**src/rtl/dmem_pkg.sv**
```systemverilog
// Shared types and constants for the data-memory controller.
package dmem_pkg;

   typedef enum logic [2:0] {
      ST_IDLE,
      ST_RD,
      ST_MERGE,
      ST_WR,
      ST_LDRESP,
      ST_DONE
   } state_t;

   // Bit positions inside the one-hot size field {byte, half, word}.
   localparam int unsigned SZ_BYTE = 2;
   localparam int unsigned SZ_HALF = 1;
   localparam int unsigned SZ_WORD = 0;

   localparam logic [31:0] DEFAULT_BASE = 32'h10010000;

endpackage

```
**src/rtl/dmem_if.sv**
```systemverilog
// CPU data-port bundle: request fields in, completion/result out.
interface dmem_if;

   logic        req;
   logic        we;
   logic [31:0] addr;
   logic [2:0]  size;
   logic [31:0] wdata;
   logic [31:0] rdata;
   logic        ready;
   logic        err;

   modport master (
      output req, we, addr, size, wdata,
      input  rdata, ready, err
   );

   modport slave (
      input  req, we, addr, size, wdata,
      output rdata, ready, err
   );

endinterface

```
**src/rtl/dmem_lane.sv**
```systemverilog
// Little-endian lane logic: sub-word extraction for loads and merge for stores.
module dmem_lane (
   input  logic [31:0] word,
   input  logic [15:0] data,
   input  logic [1:0]  lane,
   input  logic        byte_sel,
   input  logic        half_sel,
   output logic [31:0] ext,
   output logic [31:0] merged
);

   always_comb begin
      ext    = word;
      merged = word;
      if (byte_sel) begin
         ext                          = {24'h000000, word[{lane, 3'b000} +: 8]};
         merged[{lane, 3'b000} +: 8]  = data[7:0];
      end else if (half_sel) begin
         ext                          = {16'h0000, word[{lane[1], 4'b0000} +: 16]};
         merged[{lane[1], 4'b0000} +: 16] = data;
      end
   end

endmodule

```
**src/rtl/dmem_ctrl.sv**
```systemverilog
// Multi-cycle controller between the CPU data port and a registered-read SRAM.
module dmem_ctrl
   import dmem_pkg::*;
#(
   parameter logic [31:0] BASE   = DEFAULT_BASE,
   parameter int unsigned MEM_AW = 11
) (
   input  logic              clk,
   input  logic              rst,
   dmem_if.slave             bus,
   output logic              mem_en,
   output logic              mem_we,
   output logic [MEM_AW-1:0] mem_addr,
   output logic [31:0]       mem_wdata,
   input  logic [31:0]       mem_rdata
);

   localparam int unsigned OFF_W     = MEM_AW + 2;
   localparam logic [31:0] MEM_BYTES = 32'd4 << MEM_AW;

   state_t           state, state_nx;
   logic [OFF_W-1:0] off_q;
   logic             we_q, bad_q, byte_q, half_q;
   logic [31:0]      wdata_q, rdata_q;
   logic [31:0]      off;
   logic             bad;
   logic [31:0]      lane_ext, lane_merged;

   assign off = bus.addr - BASE;

   always_comb begin
      bad = (off >= MEM_BYTES)
         || !$onehot(bus.size)
         || (bus.size[SZ_HALF] && off[0])
         || (bus.size[SZ_WORD] && (off[1:0] != 2'b00));
   end

   dmem_lane u_lane (
      .word     (mem_rdata),
      .data     (wdata_q[15:0]),
      .lane     (off_q[1:0]),
      .byte_sel (byte_q),
      .half_sel (half_q),
      .ext      (lane_ext),
      .merged   (lane_merged)
   );

   always_ff @(posedge clk or negedge rst) begin
      if (!rst) begin
         state   <= ST_IDLE;
         off_q   <= '0;
         we_q    <= 1'b0;
         bad_q   <= 1'b0;
         byte_q  <= 1'b0;
         half_q  <= 1'b0;
         wdata_q <= '0;
         rdata_q <= '0;
      end else begin
         state <= state_nx;
         if (state == ST_IDLE && bus.req) begin
            off_q   <= off[OFF_W-1:0];
            we_q    <= bus.we;
            bad_q   <= bad;
            byte_q  <= bus.size[SZ_BYTE];
            half_q  <= bus.size[SZ_HALF];
            wdata_q <= bus.wdata;
            rdata_q <= '0;
         end
         if (state == ST_LDRESP) begin
            rdata_q <= lane_ext;
         end
      end
   end

   always_comb begin
      state_nx = state;
      case (state)
         ST_IDLE: begin
            if (bus.req) begin
               if (bad)                                 state_nx = ST_DONE;
               else if (bus.we && bus.size[SZ_WORD])    state_nx = ST_WR;
               else                                     state_nx = ST_RD;
            end
         end
         ST_RD:     state_nx = we_q ? ST_MERGE : ST_LDRESP;
         ST_MERGE:  state_nx = ST_DONE;
         ST_WR:     state_nx = ST_DONE;
         ST_LDRESP: state_nx = ST_DONE;
         ST_DONE:   state_nx = ST_IDLE;
         default:   state_nx = ST_IDLE;
      endcase
   end

   // SRAM strobes come from state alone, so async reset drops them immediately.
   always_comb begin
      mem_en    = 1'b0;
      mem_we    = 1'b0;
      mem_wdata = '0;
      case (state)
         ST_RD: begin
            mem_en = 1'b1;
         end
         ST_MERGE: begin
            mem_en    = 1'b1;
            mem_we    = 1'b1;
            mem_wdata = lane_merged;
         end
         ST_WR: begin
            mem_en    = 1'b1;
            mem_we    = 1'b1;
            mem_wdata = wdata_q;
         end
         default: ;
      endcase
   end

   assign mem_addr  = off_q[OFF_W-1:2];
   assign bus.ready = (state == ST_DONE);
   assign bus.err   = (state == ST_DONE) && bad_q;
   assign bus.rdata = rdata_q;

endmodule

```
**src/flat_wrapper.sv**
```systemverilog
// flat-port wrapper written by rule: the top's interface ports become plain ports
module dmem_ctrl_flat import dmem_pkg::*;
#(
   parameter logic [31:0] BASE   = DEFAULT_BASE,
   parameter int unsigned MEM_AW = 11
)
  (clk, rst, mem_en, mem_we, mem_addr, mem_wdata, mem_rdata, bus_req, bus_we, bus_addr, bus_size, bus_wdata, bus_rdata, bus_ready, bus_err);
  dmem_if bus_i ();
  input  logic clk;
  input  logic rst;
  output logic mem_en;
  output logic mem_we;
  output logic [MEM_AW-1:0] mem_addr;
  output logic [31:0] mem_wdata;
  input  logic [31:0] mem_rdata;
  input wire logic [$bits(bus_i.req)-1:0] bus_req;
  input wire logic [$bits(bus_i.we)-1:0] bus_we;
  input wire logic [$bits(bus_i.addr)-1:0] bus_addr;
  input wire logic [$bits(bus_i.size)-1:0] bus_size;
  input wire logic [$bits(bus_i.wdata)-1:0] bus_wdata;
  output wire logic [$bits(bus_i.rdata)-1:0] bus_rdata;
  output wire logic [$bits(bus_i.ready)-1:0] bus_ready;
  output wire logic [$bits(bus_i.err)-1:0] bus_err;
  assign bus_i.req = bus_req;
  assign bus_i.we = bus_we;
  assign bus_i.addr = bus_addr;
  assign bus_i.size = bus_size;
  assign bus_i.wdata = bus_wdata;
  assign bus_rdata = bus_i.rdata;
  assign bus_ready = bus_i.ready;
  assign bus_err = bus_i.err;
  dmem_ctrl #(.BASE(BASE), .MEM_AW(MEM_AW)) u_core (.clk(clk), .rst(rst), .bus(bus_i), .mem_en(mem_en), .mem_we(mem_we), .mem_addr(mem_addr), .mem_wdata(mem_wdata), .mem_rdata(mem_rdata));
endmodule
```
**config.mk**
```make
export PLATFORM = sky130hd
export DESIGN_NAME = dmem_ctrl_flat
export DESIGN_NICKNAME = d
export VERILOG_FILES = /design/src/rtl/dmem_pkg.sv /design/src/rtl/dmem_if.sv /design/src/rtl/dmem_lane.sv /design/src/rtl/dmem_ctrl.sv /design/src/flat_wrapper.sv
export SDC_FILE = /design/constraint.sdc
export NUM_CORES = 1
export LEC_CHECK = 0
export CAP_MARGIN = 20
export CORE_MARGIN = 2
export CORE_UTILIZATION = 25
export DETAILED_ROUTE_END_ITERATION = 8
export HOLD_SLACK_MARGIN = 0.08
export PLACE_DENSITY = 0.61
export SLEW_MARGIN = 10
export SYNTH_ARGS = -nofsm -noshare
export SYNTH_HDL_FRONTEND = slang
export SYNTH_SLANG_ARGS = --single-unit
```
**constraint.sdc**
```tcl
create_clock -name clk -period 7.8 [get_ports clk]
set_clock_uncertainty 0.15 [all_clocks]
set_input_delay 1.17 -clock clk [delete_from_list [all_inputs] [get_ports clk]]
set_output_delay 1.17 -clock clk [all_outputs]
set_load 0.05 [all_outputs]
```
=== Word-level counts from Yosys, hierarchy flattened ===
Cells that the tools add are included.
W data, S select, Z words.

* Register bits: 84
* Logic and storage cells: 58

* $add $sub $neg: 5
* Magnitude comparators: 1
* Eq/ne operators: 7
* Shift-type cells: 6
* Mux-type cells: 16
* Reductions and logical operators: 15

{| class="wikitable"
|+ Operators with widths
! kind !! count
|-
| $mux W32 || 6
|-
| $bwmux W32 || 2
|-
| $pmux W32 S2 || 1
|-
| $ge A32 B14 Y1 const B || 1
|-
| $shift A16 B7 Y32 const A || 1
|-
| $shift A8 B7 Y32 const A || 1
|-
| $shiftx A16 B7 Y32 || 1
|-
| $shiftx A32 B6 Y16 || 1
|-
| $shiftx A32 B6 Y8 || 1
|-
| $shiftx A8 B7 Y32 || 1
|-
| $sub A32 B29 Y32 const B || 1
|-
| $neg A5 Y7 || 2
|-
| $mux W3 || 3
|-
| $pmux W3 S3 || 1
|-
| $eq A3 B2 Y1 const B || 2
|-
| $eq A3 B3 Y1 const B || 2
|-
| $reduce_or A3 Y1 || 2
|-
| $logic_and A1 B1 Y1 || 5
|-
| $reduce_bool A2 Y1 || 2
|-
| $eq A3 B1 Y1 const B || 1
|-
| $logic_not A3 Y1 || 1
|-
| $logic_or A1 B1 Y1 || 3
|-
| $add A1 B1 Y2 || 1
|-
| $add A2 B1 Y2 || 1
|-
| 6 further kinds || 7
|}

=== Logic depth before layout (Yosys ltp) ===
* Depth after elaboration: 10
* Depth in mapped cells: 10
* Mapped depth without buffers: 7

=== By module ===
From an unflattened synthesis, not the netlist that was laid out.

* Cell total of the unflattened synthesis: 526
* Area, all modules: 5487.8 um^2

{| class="wikitable"
|+ Modules (own cells, without submodules)
! module !! times used !! cells each !! area each (um^2)
|-
| dmem_ctrl || 1 || 299 || 3875.0
|-
| dmem_lane || 1 || 227 || 1612.8
|}

=== Least setup slack after synthesis ===
OpenSTA, ideal clock, no wires.

* Path kind: flip-flop to output port
* From: register u_core.off_q[1]
* To: output mem_wdata[10]
* Data arrival time: 4.281 ns
* Required time: 6.480 ns
* Path slack: 2.199 ns
* Stages on the path, launching flop included: 9
* Buffers on the path: 3
* Cells stage by stage: dfrtp_1 > buf_2 > clkbuf_1 > inv_1 > ha_1 > and4b_1 > clkbuf_1 > a221oi_1 > a2111oi_0

* Cells in the longest elaborated chain, start to end: 6

{| class="wikitable"
|+ RTL lines
! element !! RTL line !! text
|-
| start, declared || dmem_ctrl.sv:22 || <nowiki>logic [OFF_W-1:0] off_q;</nowiki>
|-
| start signal, assigned || dmem_ctrl.sv:61 || <nowiki>off_q <= off[OFF_W-1:0];</nowiki>
|-
| $neg A5 Y7 || dmem_lane.sv:20 || <nowiki>merged[{lane[1], 4'b0000} +: 16] = data;</nowiki>
|-
| $shiftx A16 B7 Y32 / $shift A16 B7 Y32 (equally long branches) || dmem_lane.sv:20 ||
|-
| $bwmux W32 || dmem_lane.sv:20 ||
|-
| $mux W32 || dmem_lane.sv:18 || <nowiki>end else if (half_sel) begin</nowiki>
|-
| $mux W32 (*) || dmem_lane.sv:15 || <nowiki>if (byte_sel) begin</nowiki>
|-
| $pmux W32 S2 (*) || dmem_ctrl.sv:99 || <nowiki>case (state)</nowiki>
|-
| end, declared || flat_wrapper.sv:14 || <nowiki>output logic [31:0] mem_wdata;</nowiki>
|}

Every way passes the cells marked *; elsewhere a longest branch is shown, timed or not.

=== Worst setup path in the final report ===
* From: register u_core.off_q[1]
* To: output mem_wdata[17]

Same word-level chain as after synthesis.

==> impl_metrics.csv <==
group,metric,value,unit
setup_path,timing_worst_setup_path_type,"flip-flop to primary output",
placement,place_congestion,0.827,
placement,placedInstanceArea,0.00705,mm²
floorplanning,die_h,147,µm
sta,post-route-min-period,5.59,ns
grt,number_of_global_route_vias_before_repair,4813,
synth,yosys_warnings,0,
drt,residual_drc_count,0,
synth,synth_async_sr_flop_share,1.00,
setup_path,worst_setup_path_end_kind,"primary output",
sta,timing.max_slew.rel_slack,0.268,
clock_tree,tritoncts.num_buffers,9,
sta,max_slew.worst_pin.slew,1.10,ns
placement,pre_cts_slack,2.59,ns
power_and_ir_drop,sequentialPowerShare,0.310,
setup_path,worst-r2r-setup-slack,5.26,ns
floorplanning,floorplan.rows,52,
sta,totalNegativeSetupSlack,0,ns
grt,grt_first_pass_wirelength,28800,µm
placement,dp.cells,940,
synth,sequential_area_share_after_synthesis,0.413,
setup_path,reg2reg_depth,6,
hold_path,min_to,"u_core.bus.rdata[10]",
sta,setup_viol,0,
finish,final_layout_size_suffix_gt1_frac,0.121,
power_and_ir_drop,cellInternalPower,1.55,mW
hold_path,worst_hold_startpoint,"u_core.bus.rdata[10]",
synth,syn_area_per_cell,9.59,µm²
sta,fmax,179,MHz
power_and_ir_drop,power.combinational.fraction,0.531,
power_and_ir_drop,leakagePower,2.98,nW
finish,final-instance-count-excl-fill,956,
floorplanning,dieWidth,147,µm
setup_path,timing.critical_path.arrival,4.27,ns
clock_tree,root_buffer,"sky130_fd_sc_hd__clkbuf_16",
drt,drt.antenna.violating_nets,0,
clock_tree,ctsLongestPathBuffers,2,
setup_path,critical_path.reg2reg.endpoint,"u_core.bus.rdata[0]",
finish,area.growth.synth_to_final,44.8,%
clock_tree,clk_transition_reported_paths,0.06,ns
clock_tree,cts_setup_buffers,0,
synth,postSynthCellCount,531,
power_and_ir_drop,ir_worst_vdd,0.234,mV
grt,grt_antenna_before_repair,1,
synth,yosys_register_bits,84,
synth,ys_types,50,
grt,grt_overflow,0,
grt,grt_start_max_net_pins,68,
drt,vias,4831,
power_and_ir_drop,switching_share,0.482,
placement,post_detail_place_hpwl,14000,µm
setup_path,rr_startpoint,"u_core.off_q[1]",
drt,first_iter_violations,347,
setup_path,critPathMaxFanout,31,
drt,routedWlPerCell,19.9,µm
finish,final_nets,790,
clock_tree,clock_sink_count,84,
power_and_ir_drop,total_power,2.99,mW
setup_path,worstPathRequired,6.48,ns
sta,min_period_over_period,0.716,
clock_tree,cts_tree,"built",
floorplanning,coreArea,0.0201,mm²
sta,maxSlewViolCount,0,
grt,grt_util_all_layers,0.176,
synth,synth_enable_flop_cells,0,
finish,final_core_util,0.367,
finish,fin_area,0.00737,mm²
sta,postLayoutSetupSlackWorst,2.21,ns
outcome,outcome,"finished clean",
sta,grt_setup_unrepaired,"no",
clock_tree,clkLatencyLatePin,0.35,ns
floorplanning,dieArea,0.0215,mm²
power_and_ir_drop,power_density,406,mW/mm²
floorplanning,initial_core_utilization,0.253,
clock_tree,ctsResizeCount,0,
drt,drt-pass1-iter-count,5,
power_and_ir_drop,pwr-share-clk,0.158,
synth,yosys_most_used_dff,"sky130_fd_sc_hd__dfrtp_1",
synth,combined_area_of_all_synthesized_cells,0.00509,mm²
sta,final_hold_viol_count,0,
clock_tree,ctsHtreeMaxLevel,3,
power_and_ir_drop,power.switching,1.44,mW
hold_path,hold_path.class,"flip-flop to flip-flop",
clock_tree,hold_buf_count_cts,0,
setup_path,startpoint_type,"flip-flop",
synth,syn-num-nets,640,
finish,insertedDiodeCount,0,
drt,routed_wl,19000,µm
sta,worst_hold_slack,0.331,ns
job,cap_violations,0,
placement,numPortBuffers,181,
floorplanning,io-pin-count,182,
drt,vias_per_cell,5.05,
hold_path,hold_depth,2,
[cell usage in the layout (no fill, tap or decap), types with 3 or more instances in the layout]
cell type,netlist,final
sky130_fd_sc_hd__nand3_1,11,11
sky130_fd_sc_hd__a2111oi_0,6,6
sky130_fd_sc_hd__a22oi_1,4,4
sky130_fd_sc_hd__a22o_1,22,22
sky130_fd_sc_hd__clkbuf_16,0,9
sky130_fd_sc_hd__mux4_2,8,8
sky130_fd_sc_hd__nor2_1,23,22
sky130_fd_sc_hd__clkdlybuf4s50_1,0,180
sky130_fd_sc_hd__a221oi_1,6,6
sky130_fd_sc_hd__a211oi_1,16,16
sky130_fd_sc_hd__clkinv_4,0,3
sky130_fd_sc_hd__and3_1,10,10
sky130_fd_sc_hd__buf_4,14,6
sky130_fd_sc_hd__mux2i_1,10,10
sky130_fd_sc_hd__o31ai_1,16,16
sky130_fd_sc_hd__o22a_1,6,6
sky130_fd_sc_hd__mux2_2,41,41
sky130_fd_sc_hd__nor4_1,3,3
sky130_fd_sc_hd__o21ai_0,43,43
sky130_fd_sc_hd__inv_1,31,31
sky130_fd_sc_hd__xor2_1,3,3
sky130_fd_sc_hd__nor3b_1,4,4
sky130_fd_sc_hd__a21oi_1,40,40
sky130_fd_sc_hd__nand2_1,62,62
sky130_fd_sc_hd__ha_1,5,5
sky130_fd_sc_hd__dfrtp_1,84,83
[flip-flops by register name (all words and copies together), names as in the netlist]
name              cells
u_core.bus.rdata     32
u_core.wdata_q       32
u_core.off_q         13
u_core.state          3
u_core.bad_q          1
u_core.byte_q         1
u_core.half_q         1
u_core.we_q           1
[logic make-up (layout without fill, tap and decap cells)]
logic type               Yosys count  count (layout)  share of synthesized area
AO/OA/AOI/OAI                    167             167                      0.218
XOR/XNOR                           4               4                    0.00688
adder cells (fa/ha/maj)            6               6                     0.0162
buffers and inverters             78             233                     0.0705
flip-flops                        84              84                      0.413
multiplexers                      59              59                      0.146
AND/OR/NAND/NOR                  133             133                      0.130
[cell usage after synthesis (2+ instances only)]
cell	count	area share
sky130_fd_sc_hd__o211ai_1	2	0.0029
sky130_fd_sc_hd__a211oi_2	2	0.0049
sky130_fd_sc_hd__a2111oi_0	6	0.010
sky130_fd_sc_hd__clkbuf_1	22	0.016
sky130_fd_sc_hd__nor3b_1	4	0.0059
sky130_fd_sc_hd__buf_4	14	0.021
sky130_fd_sc_hd__o22a_1	6	0.010
sky130_fd_sc_hd__nor2b_1	2	0.0025
sky130_fd_sc_hd__nor3_1	2	0.0020
sky130_fd_sc_hd__a21oi_1	40	0.039
sky130_fd_sc_hd__xor2_1	3	0.0052
sky130_fd_sc_hd__a22oi_1	4	0.0059
sky130_fd_sc_hd__mux4_2	8	0.035
sky130_fd_sc_hd__nor2_1	23	0.017
sky130_fd_sc_hd__a211oi_1	16	0.024
sky130_fd_sc_hd__buf_2	11	0.011
sky130_fd_sc_hd__a22o_1	22	0.038
sky130_fd_sc_hd__nor4_1	3	0.0037
sky130_fd_sc_hd__mux2_2	41	0.091
sky130_fd_sc_hd__a221oi_1	6	0.010
sky130_fd_sc_hd__inv_1	31	0.023
sky130_fd_sc_hd__nand3_1	11	0.011
sky130_fd_sc_hd__nand2b_1	2	0.0025
sky130_fd_sc_hd__ha_1	5	0.012
sky130_fd_sc_hd__o21ai_0	43	0.042
sky130_fd_sc_hd__mux2i_1	10	0.020
sky130_fd_sc_hd__dfrtp_1	84	0.41
sky130_fd_sc_hd__nand2_1	62	0.046
sky130_fd_sc_hd__o31ai_1	16	0.024
sky130_fd_sc_hd__and3_1	10	0.012
[routing by layer]
metal	global-route usage	wire, µm
met2	0.273	8530
met3	0.0509	1790
met5	0	0
met1	0.237	8170
met4	0.0573	499
[how the worst max path moves through the flow]
| stage | cells past startpoint | start | to | slack, ns |
|---|---|---|---|---|
| after floorplan | 8 | u_core.off_q[1] | mem_wdata[10] | 2.20 |
| after global placement | 7 | u_core.off_q[1] | mem_wdata[22] | 2.63 |
| after detailed placement | 7 | u_core.off_q[1] | mem_wdata[19] | 2.59 |
| after CTS | 7 | u_core.off_q[1] | mem_wdata[19] | 2.18 |
| after global routing | 7 | u_core.off_q[1] | mem_wdata[18] | 1.86 |
| final | 7 | u_core.off_q[1] | mem_wdata[17] | 2.21 |
[cell type report]
class | count | area [µm²]
Clock buffer | 9 | 225
Clock inverter | 7 | 100
Fill cell | 2020 | 12700
Inverter | 31 | 116
Multi-Input combinational cell | 369 | 2640
Sequential cell | 84 | 2100
Tap cell | 270 | 338
Timing Repair Buffer | 186 | 1850
[power by group through the flow]
stage	logic, mW	registers, mW	clock network, mW
6_report	1.59	0.929	0.473
2_1_floorplan	1.00	1.01	0
5_1_grt	1.70	0.966	0.501
4_1_cts	1.60	0.924	0.486
3_5_place_dp	1.60	0.934	0
3_3_place_gp	1.59	0.927	0
[worst max-delay path, cell delays in order, from the launching register on]
cell and delay [ns]:
sky130_fd_sc_hd__dfrtp_1 1.01, sky130_fd_sc_hd__inv_1 0.23, sky130_fd_sc_hd__ha_1 0.45, sky130_fd_sc_hd__nand2_1 0.07, sky130_fd_sc_hd__nor3_1 0.77, sky130_fd_sc_hd__a21oi_1 0.16, sky130_fd_sc_hd__o31ai_1 0.34, sky130_fd_sc_hd__clkdlybuf4s50_1 0.89
Note: power is estimated with default switching activity, not from simulation.
